<file path="src/rtl/result_tx.sv">
`default_nettype none
// result_tx: debounces the per-frame result code and sends each newly stable code once on a UART-style line. Rev 1.0
// Optional even-parity bit: define RESULT_TX_PARITY_EN.
module result_tx #(
  parameter int STABLE_FRAMES = 3,
  parameter int BIT_CYCLES    = 2500
) (
  input  logic       CLK,
  input  logic       RESET,
  input  logic [2:0] RESULT_IN,
  input  logic       VGA_VSYNC_NEG,
  output logic       TX,
  output logic       BUSY,
  output logic [2:0] CODE_OUT
);

  localparam int            TW     = (BIT_CYCLES > 1) ? $clog2(BIT_CYCLES) : 1;
  localparam logic [TW-1:0] TLAST  = TW'(BIT_CYCLES - 1);
  localparam logic [TW-1:0] TONE   = TW'(1);
  localparam logic [3:0]    STABLE = 4'(STABLE_FRAMES);

  typedef enum logic [2:0] {
    S_IDLE  = 3'd0,
    S_START = 3'd1,
    S_DATA  = 3'd2,
`ifdef RESULT_TX_PARITY_EN
    S_PAR   = 3'd3,
`endif
    S_STOP  = 3'd4
  } state_t;

  state_t        state_q, state_d;
  logic [TW-1:0] timer_q, timer_d;
  logic [1:0]    bidx_q, bidx_d;
  logic [2:0]    data_q, data_d;
  logic [2:0]    pend_q, pend_d;
  logic          pend_v_q, pend_v_d;
  logic [2:0]    cand_q, cand_d;
  logic [3:0]    cnt_q, cnt_d;
  logic [2:0]    code_q, code_d;
  logic          tx_q, tx_d;
  logic          busy_q, busy_d;
  logic          vs_q;
  logic          smp_q;

  logic          match;
  logic [2:0]    cand_nx;
  logic [3:0]    cnt_nx;
  logic          commit;
  logic          bit_end;

  // smp_q marks the cycle after a detected rising edge, when RESULT_IN is taken
  assign match   = (RESULT_IN == cand_q);
  assign cand_nx = match ? cand_q : RESULT_IN;
  assign cnt_nx  = match ? ((cnt_q == 4'd15) ? cnt_q : cnt_q + 4'd1) : 4'd1;
  assign commit  = smp_q && (cnt_nx == STABLE) && (cand_nx != code_q);
  assign bit_end = (timer_q == TLAST);

  always_ff @(posedge CLK or posedge RESET) begin
    if (RESET) begin
      state_q  <= S_IDLE;
      timer_q  <= '0;
      bidx_q   <= 2'd0;
      data_q   <= 3'd0;
      pend_q   <= 3'd0;
      pend_v_q <= 1'b0;
      cand_q   <= 3'd0;
      cnt_q    <= 4'd0;
      code_q   <= 3'd0;
      tx_q     <= 1'b1;
      busy_q   <= 1'b0;
      vs_q     <= 1'b0;
      smp_q    <= 1'b0;
    end else begin
      state_q  <= state_d;
      timer_q  <= timer_d;
      bidx_q   <= bidx_d;
      data_q   <= data_d;
      pend_q   <= pend_d;
      pend_v_q <= pend_v_d;
      cand_q   <= cand_d;
      cnt_q    <= cnt_d;
      code_q   <= code_d;
      tx_q     <= tx_d;
      busy_q   <= busy_d;
      vs_q     <= VGA_VSYNC_NEG;
      smp_q    <= VGA_VSYNC_NEG & ~vs_q;
    end
  end

  always_comb begin
    state_d  = state_q;
    timer_d  = timer_q;
    bidx_d   = bidx_q;
    data_d   = data_q;
    pend_d   = pend_q;
    pend_v_d = pend_v_q;
    cand_d   = cand_q;
    cnt_d    = cnt_q;
    code_d   = code_q;

    if (smp_q) begin
      cand_d = cand_nx;
      cnt_d  = cnt_nx;
    end
    if (commit) begin
      code_d = cand_nx;
    end

    if (state_q == S_IDLE) begin
      if (commit || pend_v_q) begin
        state_d  = S_START;
        timer_d  = '0;
        bidx_d   = 2'd0;
        data_d   = commit ? cand_nx : pend_q;
        pend_v_d = 1'b0;
      end
    end else begin
      // Commits during a frame park in pend; a later one replaces an earlier one
      if (commit) begin
        pend_d   = cand_nx;
        pend_v_d = 1'b1;
      end
      timer_d = bit_end ? '0 : timer_q + TONE;
      if (bit_end) begin
        case (state_q)
          S_START: begin
            state_d = S_DATA;
            bidx_d  = 2'd0;
          end
          S_DATA: begin
            if (bidx_q == 2'd2) begin
`ifdef RESULT_TX_PARITY_EN
              state_d = S_PAR;
`else
              state_d = S_STOP;
`endif
            end else begin
              bidx_d = bidx_q + 2'd1;
            end
          end
`ifdef RESULT_TX_PARITY_EN
          S_PAR: state_d = S_STOP;
`endif
          S_STOP: begin
            if (commit || pend_v_q) begin
              state_d  = S_START;
              data_d   = commit ? cand_nx : pend_q;
              pend_v_d = 1'b0;
            end else begin
              state_d = S_IDLE;
            end
          end
          default: state_d = S_IDLE;
        endcase
      end
    end

    // Line level is registered from the next state so TX falls one cycle after a commit
    tx_d = 1'b1;
    case (state_d)
      S_START: tx_d = 1'b0;
      S_DATA:  tx_d = data_d[bidx_d];
`ifdef RESULT_TX_PARITY_EN
      S_PAR:   tx_d = ^data_d;
`endif
      default: tx_d = 1'b1;
    endcase
    busy_d = (state_d != S_IDLE);
  end

  assign TX       = tx_q;
  assign BUSY     = busy_q;
  assign CODE_OUT = code_q;

endmodule
`default_nettype wire

</file>
<file path="config.mk">
export PLATFORM = sky130hd
export DESIGN_NAME = result_tx
export DESIGN_NICKNAME = d
export VERILOG_FILES = /design/src/rtl/result_tx.sv
export SDC_FILE = /design/constraint.sdc
export NUM_CORES = 1
export LEC_CHECK = 0
export CAP_MARGIN = 25
export CORE_UTILIZATION = 55
export CTS_CLUSTER_SIZE = 25
export DETAILED_ROUTE_END_ITERATION = 10
export PLACE_DENSITY = 0.85
export REMOVE_ABC_BUFFERS = 1
export SLEW_MARGIN = 10
export SYNTH_ARGS = -nofsm -noshare
export SYNTH_HDL_FRONTEND = slang
export SYNTH_SLANG_ARGS = --single-unit
</file>
<file path="constraint.sdc">
create_clock -name CLK -period 7.2 [get_ports CLK]
set_input_delay 2.16 -clock CLK [delete_from_list [all_inputs] [get_ports CLK]]
set_output_delay 2.16 -clock CLK [all_outputs]
set_load 0.1 [all_outputs]
</file>
# --- Yosys cells after proc, flatten, opt, wreduce, memory -nomap -nowiden ---
# Index checks and enable logic that the tools add are counted.
# Widths: inputs -> output; s select.
op_classes:
  reduce_logical: 5
  n_shift: 0
  multipliers: 0
  bitwise: 2
  n_div: 0
  order_cmp: 1
  eq_ne: 12
  muxes: 31
  addsub: 3
op_table:
  columns: ["op", "count"]
  rows:
  - ["$mux 12", 3]
  - ["$mux 3", 10]
  - ["$add 12x1->12 const B", 1]
  - ["$eq 12x12->1 const B", 1]
  - ["$pmux 3 s3", 1]
  - ["$mux 1", 8]
  - ["$mux 2", 4]
  - ["$mux 4", 2]
  - ["$eq 3x1->1 const B", 2]
  - ["$eq 3x2->1 const B", 2]
  - ["$add 4x1->4 const B", 1]
  - ["$eq 4x2->1 const B", 1]
  - ["$eq 4x4->1 const B", 1]
  - ["$pmux 2 s2", 1]
  - ["$eq 3x3->1", 1]
  - ["$eq 3x3->1 const B", 1]
  - ["$logic_not 3->1", 1]
  - ["$lt 2x3->1 const B", 1]
  - ["$ne 3x3->1", 1]
  - ["$reduce_bool 3->1", 1]
  - ["$add 2x1->2 const B", 1]
  - ["$bmux 1 s2", 1]
  - ["$eq 2x2->1 const B", 1]
  - ["$logic_and 1x1->1", 2]
  - ["5 further kinds", 5]
totals:
  n_memories: 0
  regBits: 38
  ramBits: 0
  romBits: 0
  latch_bits: 0

# --- Longest topological paths before layout ---
# Gate-level depths: netlist of the first run.
logic_depth:
  depth_word: 14
  mapped_depth: 9
  depth_no_buf: 9

# --- Least setup slack after synthesis of the first run ---
# No wires, ideal clock.
synth_timing:
  path_type: "input -> register"
  start: "in RESULT_IN[1]"
  end: "reg tx_q, in the netlist TX"
  setup_time_ps: 85
  path_stages: 8
  arrival_time_ps: 3637
  slack_ps: 3478
  t_required_ps: 7115
  cell_sequence: "xor2_1 nor3_1 and2_2 buf_6 o21ai_2 a211o_1 mux2i_1 a21oi_1"
synth_via:
  elab_chain_len: 13
  word_cells_on_any_way: 25
synth_rtl:
  columns: ["item", "line", "source"]
  rows:
  - ["start: declaration", "10", "input logic [2:0] RESULT_IN,"]
  - ["$eq 3x3->1", "53", "assign match = (RESULT_IN == cand_q);"]
  - ["$mux 4", "55", "assign cnt_nx = match ? ((cnt_q == 4'd15) ? cnt_q : cnt_q + 4'd1) : 4'd1;"]
  - ["$eq 4x2->1", "56", "assign commit = smp_q && (cnt_nx == STABLE) && (cand_nx != code_q);"]
  - ["$logic_and 1x1->1 (2 in a row)", "56", null]
  - ["$mux 3 / $logic_or 1x1->1 (equally long branches)", null, null]
  - ["$mux 3 *", "111, 146", null]
  - ["$mux 3", "126", "case (state_q)"]
  - ["$mux 3", "125", "if (bit_end) begin"]
  - ["$mux 3 *", "110", "if (state_q == S_IDLE) begin"]
  - ["named net data_d[0]", "35", "logic [2:0] data_q, data_d;"]
  - ["$bmux 1 s2 *", "163", "S_DATA: tx_d = data_d[bidx_d];"]
  - ["$mux 1 (implied by the code) *", "163", null]
  - ["$pmux 1 s2 *", "161", "case (state_d)"]
  - ["named net tx_d", "41", "logic tx_q, tx_d;"]
  - ["end signal: assignment", "84", "tx_q <= tx_d;"]
  - ["end: declaration", "41", null]
# The timed path passes the listed nets; every way through them passes the cells marked *. The select of a mux whose other input is x is not followed.
# A chain may end at the register's enable or synchronous reset.

# --- Worst setup path in the final report of the first run ---
layout_timing:
  start: "in RESULT_IN[1]"
  end: "reg tx_q, in the netlist TX"
layout_via:
  word_cells_on_any_way: 25
layout_rtl:
  columns: ["item", "line", "source"]
  rows:
  - ["$eq 3x3->1", "53", null]
  - ["$mux 4", "55", null]
  - ["$eq 4x2->1", "56", null]
  - ["$logic_and 1x1->1", "56", null]
  - ["$logic_and 1x1->1 *", "56", null]
  - ["$logic_or 1x1->1 *", "111", "if (commit || pend_v_q) begin"]
  - ["$mux 2 *", "111", null]
  - ["$mux 2 *", "110", null]
  - ["named net bidx_d[1]", "34", "logic [1:0] bidx_q, bidx_d;"]
  - ["$bmux 1 s2 *", "163", null]
  - ["$mux 1 (implied by the code) *", "163", null]
  - ["$pmux 1 s2 *", "161", null]
  - ["named net tx_d", "41", null]
# Marked as above.

==> flow_metrics.py, run 1 <==
metrics = {
    "route": {
        "drc": 0,
        "drtPass1Iterations": 5,
        "dr_total_vias": 1534,
        "wl_per_cell_um": 16.6,
        "viasPerCell": 6.21,
        "drt_wl_total_mm": 4.10,
        "dr.first_iter.drc_count": 176,
        "antenna_left": 0,
    },
    "power": {
        "cellInternalPower_uw": 292,
        "power_frac_seq_pct": 57.7,
        "power.switching_uw": 130,
        "comb_power_share_pct": 18.1,
        "p_leak_uw": 0.000907,
        "clockPowerShare_pct": 24.1,
        "switching_share_pct": 30.7,
        "power_density_nw_per_um2": 196,
        "fin_total_pwr_uw": 422,
        "peakVddDrop_mv": 0.117,
    },
    "layout": {
        "nets": 211,
        "syn_to_final_growth_pct": 8.54,
        "postLayoutCoreUtil_pct": 63.3,
        "antennaDiodeCount": 0,
        "layout-drive-gt1-share_pct": 13.9,
    },
    "floorplanning": {
        "dieArea_um2": 3840,
        "die_y_um": 62.0,
        "coreArea_um2": 3390,
        "top_level_ports": 11,
        "num_rows": 21,
        "start_util_pct": 58.4,
        "fp.dieW_um": 62.0,
    },
    "hold_path": {
        "min_to": "smp_q",
        "min_path_type": "reg2reg",
        "worstHoldStart": "vs_q",
        "holdPathStages": 1,
    },
    "clock_network": {
        "numCtsBuffers": 5,
        "cts.reportedPaths.clkPinSlew_ns": 0.10,
        "hold_buffers": 0,
        "cts_sinks": 38,
        "cts-resized-gates": 0,
        "root_buffer": "clkbuf_4",
        "postCtsSetupRepairBufs": 0,
        "clk_path_buf_depth": 2,
        "clock_latency_ns": 0.34,
        "cts_tree": "done",
        "h-tree-depth": 2,
    },
    "critical_path": {
        "rr_startpoint": "timer_q[0]",
        "crit_slowest_cell": "nor3_1",
        "cpPeakStageDelay_ns": 0.60,
        "crit_arrival_ns": 4.56,
        "crit_path_max_fanout": 14,
        "worst_r2r_path_depth": 8,
        "crit_path_start_kind": "input port",
        "required_ns": 7.47,
        "path_cells": "clkdlybuf4s50_1 -> xor2_1 -> nor3_1 -> a211oi_1 -> buf_4 -> a211o_1 -> a31oi_1 -> o31ai_1 -> a21oi_1",
        "r2r_setup_slack_ns": 4.36,
        "path_class": "in2reg",
        "crit_path_end_kind": "register",
        "worstReg2RegEnd": "TX",
    },
    "timing": {
        "rsz0062_at_grt": "false",
        "max_slew_margin_pct": 34.1,
        "fin_skew_ns": 0.0134,
        "setup_viol": 0,
        "post-route-period-util_pct": 59.6,
        "drv_slew": 0,
        "fin_worst_hold_slack_ns": 0.411,
        "fmax_mhz": 233,
        "finalHoldViolations": 0,
        "worst_pin_slew_ns": 0.985,
        "tns_ns": 0,
        "fin_crit_ns": 4.29,
    },
    "job": {
        "max-cap-violations": 0,
    },
    "place": {
        "place.gp.congestion": 0.844,
        "dp_hpwl_mm": 2.91,
        "io_buffers": 10,
    },
    "synth": {
        "yosysSeqAreaShare_pct": 48.1,
        "ys_async_sr_fraction_pct": 100,
        "synthTopCellsByArea": "dfrtp_1 (47%), mux2_2 (5.1%), o21ai_0 (4.8%)",
        "ys_ff_latch": 38,
        "synth-warning-count": 0,
        "synth.most_common_cell": "dfrtp_1",
        "avgSynthCellArea_um2": 10.5,
        "syn-cell-area_um2": 1980,
        "synth-main-ff-cell": "dfrtp_1",
        "ys_top_cells_by_count": "dfrtp_1 (37), o21ai_0 (19), nand2_1 (17)",
        "yosys.area.top_type": "dfrtp_1",
        "synth_top_area_share_pct": 46.8,
        "synth_edf_count": 0,
        "synthCells": 189,
        "synth_cell_types": 43,
    },
    "global_route": {
        "grt_overflow": 0,
        "grt_max_degree": 39,
        "antenna_found_initial": 0,
        "track_usage_pct": 25.3,
        "grt_pass1_wl_mm": 6.87,
        "grt_pass1_vias": 1540,
    },
    "outcome": {
        "status": "finished clean",
    },
}
layout by cell type (no fill, tap or decap), types with 3 or more instances in the layout:
cell type / n
o21ai_0: 19
mux2_2: 9
mux2i_1: 3
dfrtp_1: 37
and3_1: 5
clkbuf_4: 5
inv_1: 7
or3_1: 3
clkdlybuf4s50_1: 10
nor2_1: 7
nand2_1: 17
o31ai_1: 4
nand3_1: 12
xor2_1: 7
xnor2_1: 4
ha_1: 4
nor3_1: 3
a21oi_1: 5
worst max path at each step:
stage	depth (start not counted)	slack, ns	from	to
after floorplan	7	3.17	RESULT_IN[2]	TX
after CTS	9	2.94	RESULT_IN[1]	TX
after global routing	9	2.74	RESULT_IN[1]	TX
after detailed placement	9	2.59	RESULT_IN[1]	TX
after global placement	9	2.72	RESULT_IN[1]	TX
final	9	2.91	RESULT_IN[1]	TX
power by group through the flow:
stage / clock network, uW / logic, uW / registers (uW)
floorplan: 0 / 31.8 / 268
global placement: 0 / 73.4 / 246
detailed placement: 0 / 76.7 / 247
CTS: 102 / 76.9 / 243
global route: 111 / 81.5 / 245
finish: 102 / 76.5 / 243
worst max-delay path: cells and delay by family:
kind	cells	cell delay, ns
xor+xnor	1	0.20
simple gates	1	0.60
buf+inv	2	0.75
compound gates	5	0.86
routing by layer:
layer / global-route usage (%) / part of all wire (%) / routed length [um]
met3: 6.00 / 4.5 / 183
met2: 43.9 / 51 / 2090
met4: 11.4 / 0.93 / 38
met1: 29.6 / 44 / 1790
met5: 0 / 0 / 0
state kept, by name, summed over array words and instances (netlist names):
signal    flops
BUSY          1
CODE_OUT      3
TX            1
bidx_q        2
cand_q        3
cnt_q         4
data_q        3
pend_q        3
pend_v_q      1
smp_q         1
state_q       3
timer_q      12
vs_q          1
cell type report:
type / instances / area (um^2)
well taps: 46 / 57.6
repair buffers: 12 / 115
multi-input cells: 137 / 951
inverters: 7 / 26.3
flip-flops and latches: 38 / 952
clock buffers: 7 / 45.0
fillers: 242 / 1240
kinds of logic (layout without fill, tap and decap cells):
group / count (synthesis) / after routing / synth area share [%]
adder cells (fa/ha/maj): 4 / 4 / 2.53
multiplexers: 12 / 12 / 6.64
flip-flops: 38 / 38 / 48.1
buffers and inverters: 14 / 26 / 3.79
AND/OR/NAND/NOR: 63 / 63 / 17.8
AO/OA/AOI/OAI: 47 / 47 / 16.3
XOR/XNOR: 11 / 11 / 4.87
per-stage QoR:
step | setup WS, ns | area (um^2) | instances
after global routing | 2.74 | 2150 | 247
after detailed placement | 2.59 | 2100 | 240
after floorplan | 3.17 | 1930 | 182
after CTS | 2.94 | 2150 | 247
final | 2.91 | 2150 | 247
after global placement | 2.72 | 2100 | 240
No activity file was read; power rests on OpenSTA's default activity.
==> run 2, diff against run 1 <==
CORE_UTILIZATION = 53   (was 55)
PLACE_DENSITY = 0.86   (was 0.85)
clock period = 3.8 ns   (was 7.2 ns; I/O delays follow)
==> run 2 against run 1 <==
Against the previous run: clock power rose to 2.6 times the previous value; setup slack got worse by 2.2 ns; global-route usage fell by 3.9 points; via count fell by 5.0%; wire length fell by 9.4%; count of clock-buffer cells in the layout rose by 1; sequential share of layout area fell by 0.76 points; worst hold slack got worse by 0.0063 ns; first-iteration DRC count fell by 37%; die area rose by 3.6%; non-clock buffer count rose by 2.
==> flow_metrics.py, run 2 (same netlist as run 1, synthesis figures left out) <==
metrics = {
    "clock_network": {
        "cts.reportedPaths.clkPinSlew_ns": 0.07,
        "root_buffer": "clkbuf_8",
        "clock_latency_ns": 0.29,
        "cts_sinks": 38,
        "numCtsBuffers": 5,
        "hold_buffers": 0,
        "postCtsSetupRepairBufs": 0,
        "h-tree-depth": 2,
        "clk_path_buf_depth": 2,
        "cts-resized-gates": 0,
        "cts_tree": "done",
    },
    "power": {
        "clockPowerShare_pct": 30.5,
        "switching_share_pct": 29.2,
        "power_frac_seq_pct": 53.2,
        "cellInternalPower_uw": 614,
        "peakVddDrop_mv": 0.256,
        "power.switching_uw": 253,
        "p_leak_uw": 0.000939,
        "power_density_nw_per_um2": 397,
        "comb_power_share_pct": 16.3,
    },
    "route": {
        "drtPass1Iterations": 4,
        "drc": 0,
        "dr_total_vias": 1457,
        "drt_wl_total_mm": 3.72,
        "dr.first_iter.drc_count": 111,
        "antenna_left": 0,
        "viasPerCell": 5.83,
        "wl_per_cell_um": 14.9,
    },
    "global_route": {
        "grt_pass1_vias": 1473,
        "track_usage_pct": 21.4,
        "antenna_found_initial": 0,
        "grt_max_degree": 16,
        "grt_pass1_wl_mm": 6.57,
        "grt_overflow": 0,
    },
    "timing": {
        "max_slew_margin_pct": 61.9,
        "fin_worst_hold_slack_ns": 0.405,
        "fin_crit_ns": 3.09,
        "fin_skew_ns": 0.00289,
        "finalHoldViolations": 0,
        "drv_slew": 0,
        "worst_pin_slew_ns": 0.566,
        "post-route-period-util_pct": 81.4,
        "rsz0062_at_grt": "false",
        "tns_ns": 0,
        "finalWorstSetupSlack_ns": 0.705,
        "fmax_mhz": 323,
        "setup_viol": 0,
    },
    "floorplanning": {
        "fp.dieW_um": 63.1,
        "dieArea_um2": 3980,
        "die_y_um": 63.1,
        "start_util_pct": 57.5,
        "coreArea_um2": 3440,
        "top_level_ports": 11,
        "num_rows": 21,
    },
    "hold_path": {
        "min_path_type": "reg2reg",
    },
    "layout": {
        "largest_reg_flops": 12,
        "syn_to_final_growth_pct": 10.4,
        "final_common_cell": "dfrtp_1",
        "multiInputGateArea_um2": 951,
        "n_fill_cell": 267,
        "nets": 213,
        "regArea_um2": 952,
        "top_regs": "timer_q (12), cnt_q (4)",
        "layout-drive-gt1-share_pct": 17.2,
        "top_register": "timer_q",
        "fin_cells": 250,
        "postLayoutCoreUtil_pct": 63.5,
        "layout_common_cells": "dfrtp_1 (37), o21ai_0 (19), nand2_1 (17)",
        "antennaDiodeCount": 0,
    },
    "critical_path": {
        "crit_arrival_ns": 3.31,
        "path_class": "in2reg",
        "crit_path_end_kind": "register",
        "crit_path_start_kind": "input port",
        "required_ns": 4.02,
        "crit_path_max_fanout": 9,
        "r2r_setup_slack_ns": 1.01,
    },
    "place": {
        "place.gp.congestion": 0.789,
        "io_buffers": 10,
        "dp_hpwl_mm": 2.75,
        "placed_cells": 242,
        "post-place-ws_ns": 0.405,
    },
    "job": {
        "max-cap-violations": 0,
    },
    "outcome": {
        "status": "finished clean",
    },
}
[run 2: power by group through the flow]
stage | Sequential [uW] | Clock [uW] | Combinational (uW)
2_1_floorplan | 508 | 0 | 60.2
5_1_grt | 466 | 286 | 153
6_report | 462 | 264 | 142
3_5_place_dp | 469 | 0 | 142
3_3_place_gp | 467 | 0 | 140
4_1_cts | 461 | 270 | 143
[run 2: critical path: stages]
cell and delay (ns):
clkdlybuf4s50_1 0.61, xnor2_1 0.11, a311oi_1 0.45, and2_2 0.35
o21ai_2 0.11, a211o_1 0.33, mux2i_1 0.13, a21oi_1 0.08
[run 2: cell type report]
type,instances,area share (%)
Sequential cell,38,43.6
Clock buffer,8,3.67
Tap cell,46,2.63
Inverter,7,1.20
Multi-Input combinational cell,137,43.5
Timing Repair Buffer,14,5.38
[run 2: final timing paths]
path	endpoint	start	cells past startpoint
hold / removal	smp_q	vs_q	1
setup reg to reg	TX	timer_q[0]	8
min in group asynchronous	cand_q[0]	RESET	2
setup / recovery	TX	RESULT_IN[0]	8
hold reg to reg	smp_q	vs_q	1
max in group asynchronous	timer_q[5]	RESET	3
[run 2: metrics by stage]
step | power (uW) | cell area, um^2
3_3_place_gp | 607 | 2100
4_1_cts | 874 | 2180
5_1_grt | 905 | 2180
3_5_place_dp | 611 | 2100
6_report | 868 | 2180
2_1_floorplan | 568 | 1930
[run 2: routing by layer]
layer / track usage, % / part of all wire [%] / vias up
met5: 0 / 0 / -
met4: 7.27 / 1.2 / 0
met3: 5.43 / 4.0 / 5
met2: 33.6 / 48 / 31
met1: 28.5 / 47 / 706
li1: - / - / 715
==> run 3, diff against run 2 <==
clock period = 2.65 ns   (was 3.8 ns; I/O delays follow)
==> run 3 against run 2 <==
Against the previous run: register-to-register slack worse by 0.87 ns; power grew 47%; final area increased by 5.6%; setup slack lost 0.58 ns; count of clock-buffer cells in the layout decreased by 1.
==> flow_metrics.py, run 3 (same netlist as run 1, synthesis figures left out) <==
metrics = {
    "layout": {
        "n_fill_cell": 260,
        "antennaDiodeCount": 0,
        "final_common_cell": "dfrtp_1",
        "largest_reg_flops": 12,
        "postLayoutCoreUtil_pct": 67.0,
        "syn_to_final_growth_pct": 16.6,
        "layout-drive-gt1-share_pct": 23.9,
        "top_regs": "timer_q (12), cnt_q (4)",
        "layout_common_cells": "dfrtp_1 (37), buf_4 (23), o21ai_0 (17), nand2_1 (17), nand3_1 (12)",
        "nets": 227,
        "top_register": "timer_q",
    },
    "floorplanning": {
        "fp.dieW_um": 63.1,
        "coreArea_um2": 3440,
        "top_level_ports": 11,
        "die_y_um": 63.1,
        "dieArea_um2": 3980,
        "num_rows": 21,
        "start_util_pct": 57.5,
    },
    "timing": {
        "fin_crit_ns": 2.52,
        "rsz0062_at_grt": "false",
        "max_slew_margin_pct": 68.7,
        "drv_slew": 0,
        "fin_skew_ns": 0.00793,
        "post-route-period-util_pct": 95.2,
        "worst_pin_slew_ns": 0.469,
        "finalHoldViolations": 0,
        "fmax_mhz": 396,
        "setup_viol": 0,
    },
    "power": {
        "power_density_nw_per_um2": 552,
        "cellInternalPower_uw": 909,
        "power.switching_uw": 364,
        "switching_share_pct": 28.6,
        "comb_power_share_pct": 16.5,
        "power_frac_seq_pct": 51.9,
        "peakVddDrop_mv": 0.285,
        "fin_total_pwr_uw": 1270,
        "clockPowerShare_pct": 31.6,
        "p_leak_uw": 0.00102,
    },
    "global_route": {
        "grt_overflow": 0,
        "grt_pass1_vias": 1488,
        "track_usage_pct": 21.9,
        "grt_max_degree": 39,
        "grt_pass1_wl_mm": 6.58,
        "antenna_found_initial": 0,
    },
    "critical_path": {
        "crit_slowest_cell": "clkdlybuf4s50_1",
        "crit_path_end_kind": "register",
        "crit_arrival_ns": 2.74,
        "cpPeakStageDelay_ns": 0.56,
        "crit_cells": 9,
        "worst_r2r_path_depth": 9,
        "path_cells": "clkdlybuf4s50_1 -> xnor2_1 -> a311oi_1 -> buf_4 -> and2_2 -> o21ai_2 -> a211o_1 -> mux2i_1 -> a21oi_1",
        "critPathTopFamily": "compound AO/OA/AOI/OAI gates",
        "r2r_setup_slack_ns": 0.14,
        "required_ns": 2.87,
        "worstReg2RegEnd": "TX",
        "rr_startpoint": "timer_q[0]",
        "crit_end": "TX",
        "crit_path_max_fanout": 7,
        "crit_path_start_kind": "input port",
        "cp_num_buf_inv": 2,
        "path_class": "in2reg",
        "cp-startpoint": "RESULT_IN[0]",
    },
    "clock_network": {
        "clock_latency_ns": 0.29,
        "cts.reportedPaths.clkPinSlew_ns": 0.07,
        "clk_path_buf_depth": 2,
        "postCtsSetupRepairBufs": 0,
        "root_buffer": "clkbuf_8",
        "cts_tree": "done",
        "h-tree-depth": 2,
        "cts_sinks": 38,
        "numCtsBuffers": 5,
    },
    "hold_path": {
        "worstHoldStart": "vs_q",
        "min_path_type": "reg2reg",
    },
    "job": {
        "max-cap-violations": 0,
    },
    "outcome": {
        "status": "finished clean",
    },
    "route": {
        "wl_per_cell_um": 14.2,
        "drt_wl_total_mm": 3.75,
        "dr.first_iter.drc_count": 117,
        "dr_total_vias": 1516,
        "viasPerCell": 5.74,
        "drc": 0,
        "drtPass1Iterations": 4,
        "antenna_left": 0,
    },
    "place": {
        "place.gp.congestion": 0.786,
        "io_buffers": 10,
        "dp_hpwl_mm": 2.76,
    },
}
==> run 3: changes by cell type in the layout (fill, tap and decap cells not counted) <==
cell | previous run | this run
or3_1 | 3 | 2
clkbuf_8 | 5 | 6
o21ai_1 | 0 | 2
or3_4 | 0 | 1
o21ai_0 | 19 | 17
buf_4 | 9 | 23
clkbuf_1 | 3 | 1
clkinv_2 | 0 | 1
==> run 3: worst min path at each step <==
stage / end / slack [ns] / depth (start not counted)
2_1_floorplan: smp_q / 0.38 / 1
3_3_place_gp: smp_q / 0.38 / 1
3_5_place_dp: smp_q / 0.39 / 1
4_1_cts: smp_q / 0.40 / 1
5_1_grt: smp_q / 0.42 / 1
6_report: smp_q / 0.40 / 1
==> run 3: per-layer routing <==
layer  global-route usage, %  routed length, um
met4                    12.5                 82
met3                    5.43                153
met5                       0                  0
met1                    27.5               1710
met2                    34.1               1800
==> run 3: power by group through the flow <==
stage,sequential [uW],combinational [uW],clock [uW]
floorplan,728,86.4,0
global placement,668,205,0
detailed placement,670,212,0
CTS,659,213,420
global route,665,225,445
finish,660,211,402
==> run 3: per-stage QoR <==
stage | instances | hold slack [ns] | worst slack (ns) | area [um^2] | setup TNS [ns]
finish | 264 | 0.402 | 0.127 | 2310 | 0
global route | 264 | 0.416 | 0.0197 | 2310 | 0
detailed placement | 256 | 0.394 | -0.182 | 2210 | -0.543
floorplan | 182 | 0.378 | -0.211 | 1930 | -0.211
global placement | 256 | 0.384 | -0.143 | 2210 | -0.321
CTS | 264 | 0.403 | 0.0547 | 2300 | 0
==> run 3: final cells by class <==
| type | instances | area, um^2 | area share [%] |
|---|---|---|---|
| clock inverters | 1 | 5.00 | 0.217 |
| multi-input cells | 137 | 956 | 41.5 |
| inverters | 7 | 26.3 | 1.14 |
| clock buffers | 7 | 86.3 | 3.74 |
| repair buffers | 28 | 223 | 9.66 |
| well taps | 46 | 57.6 | 2.50 |
| flip-flops and latches | 38 | 952 | 41.3 |
==> run 3: repair_timing <==
action	in CTS	in global routing
resized for setup	0	3
hold buffers	0	0
setup endpoints to repair	0	2
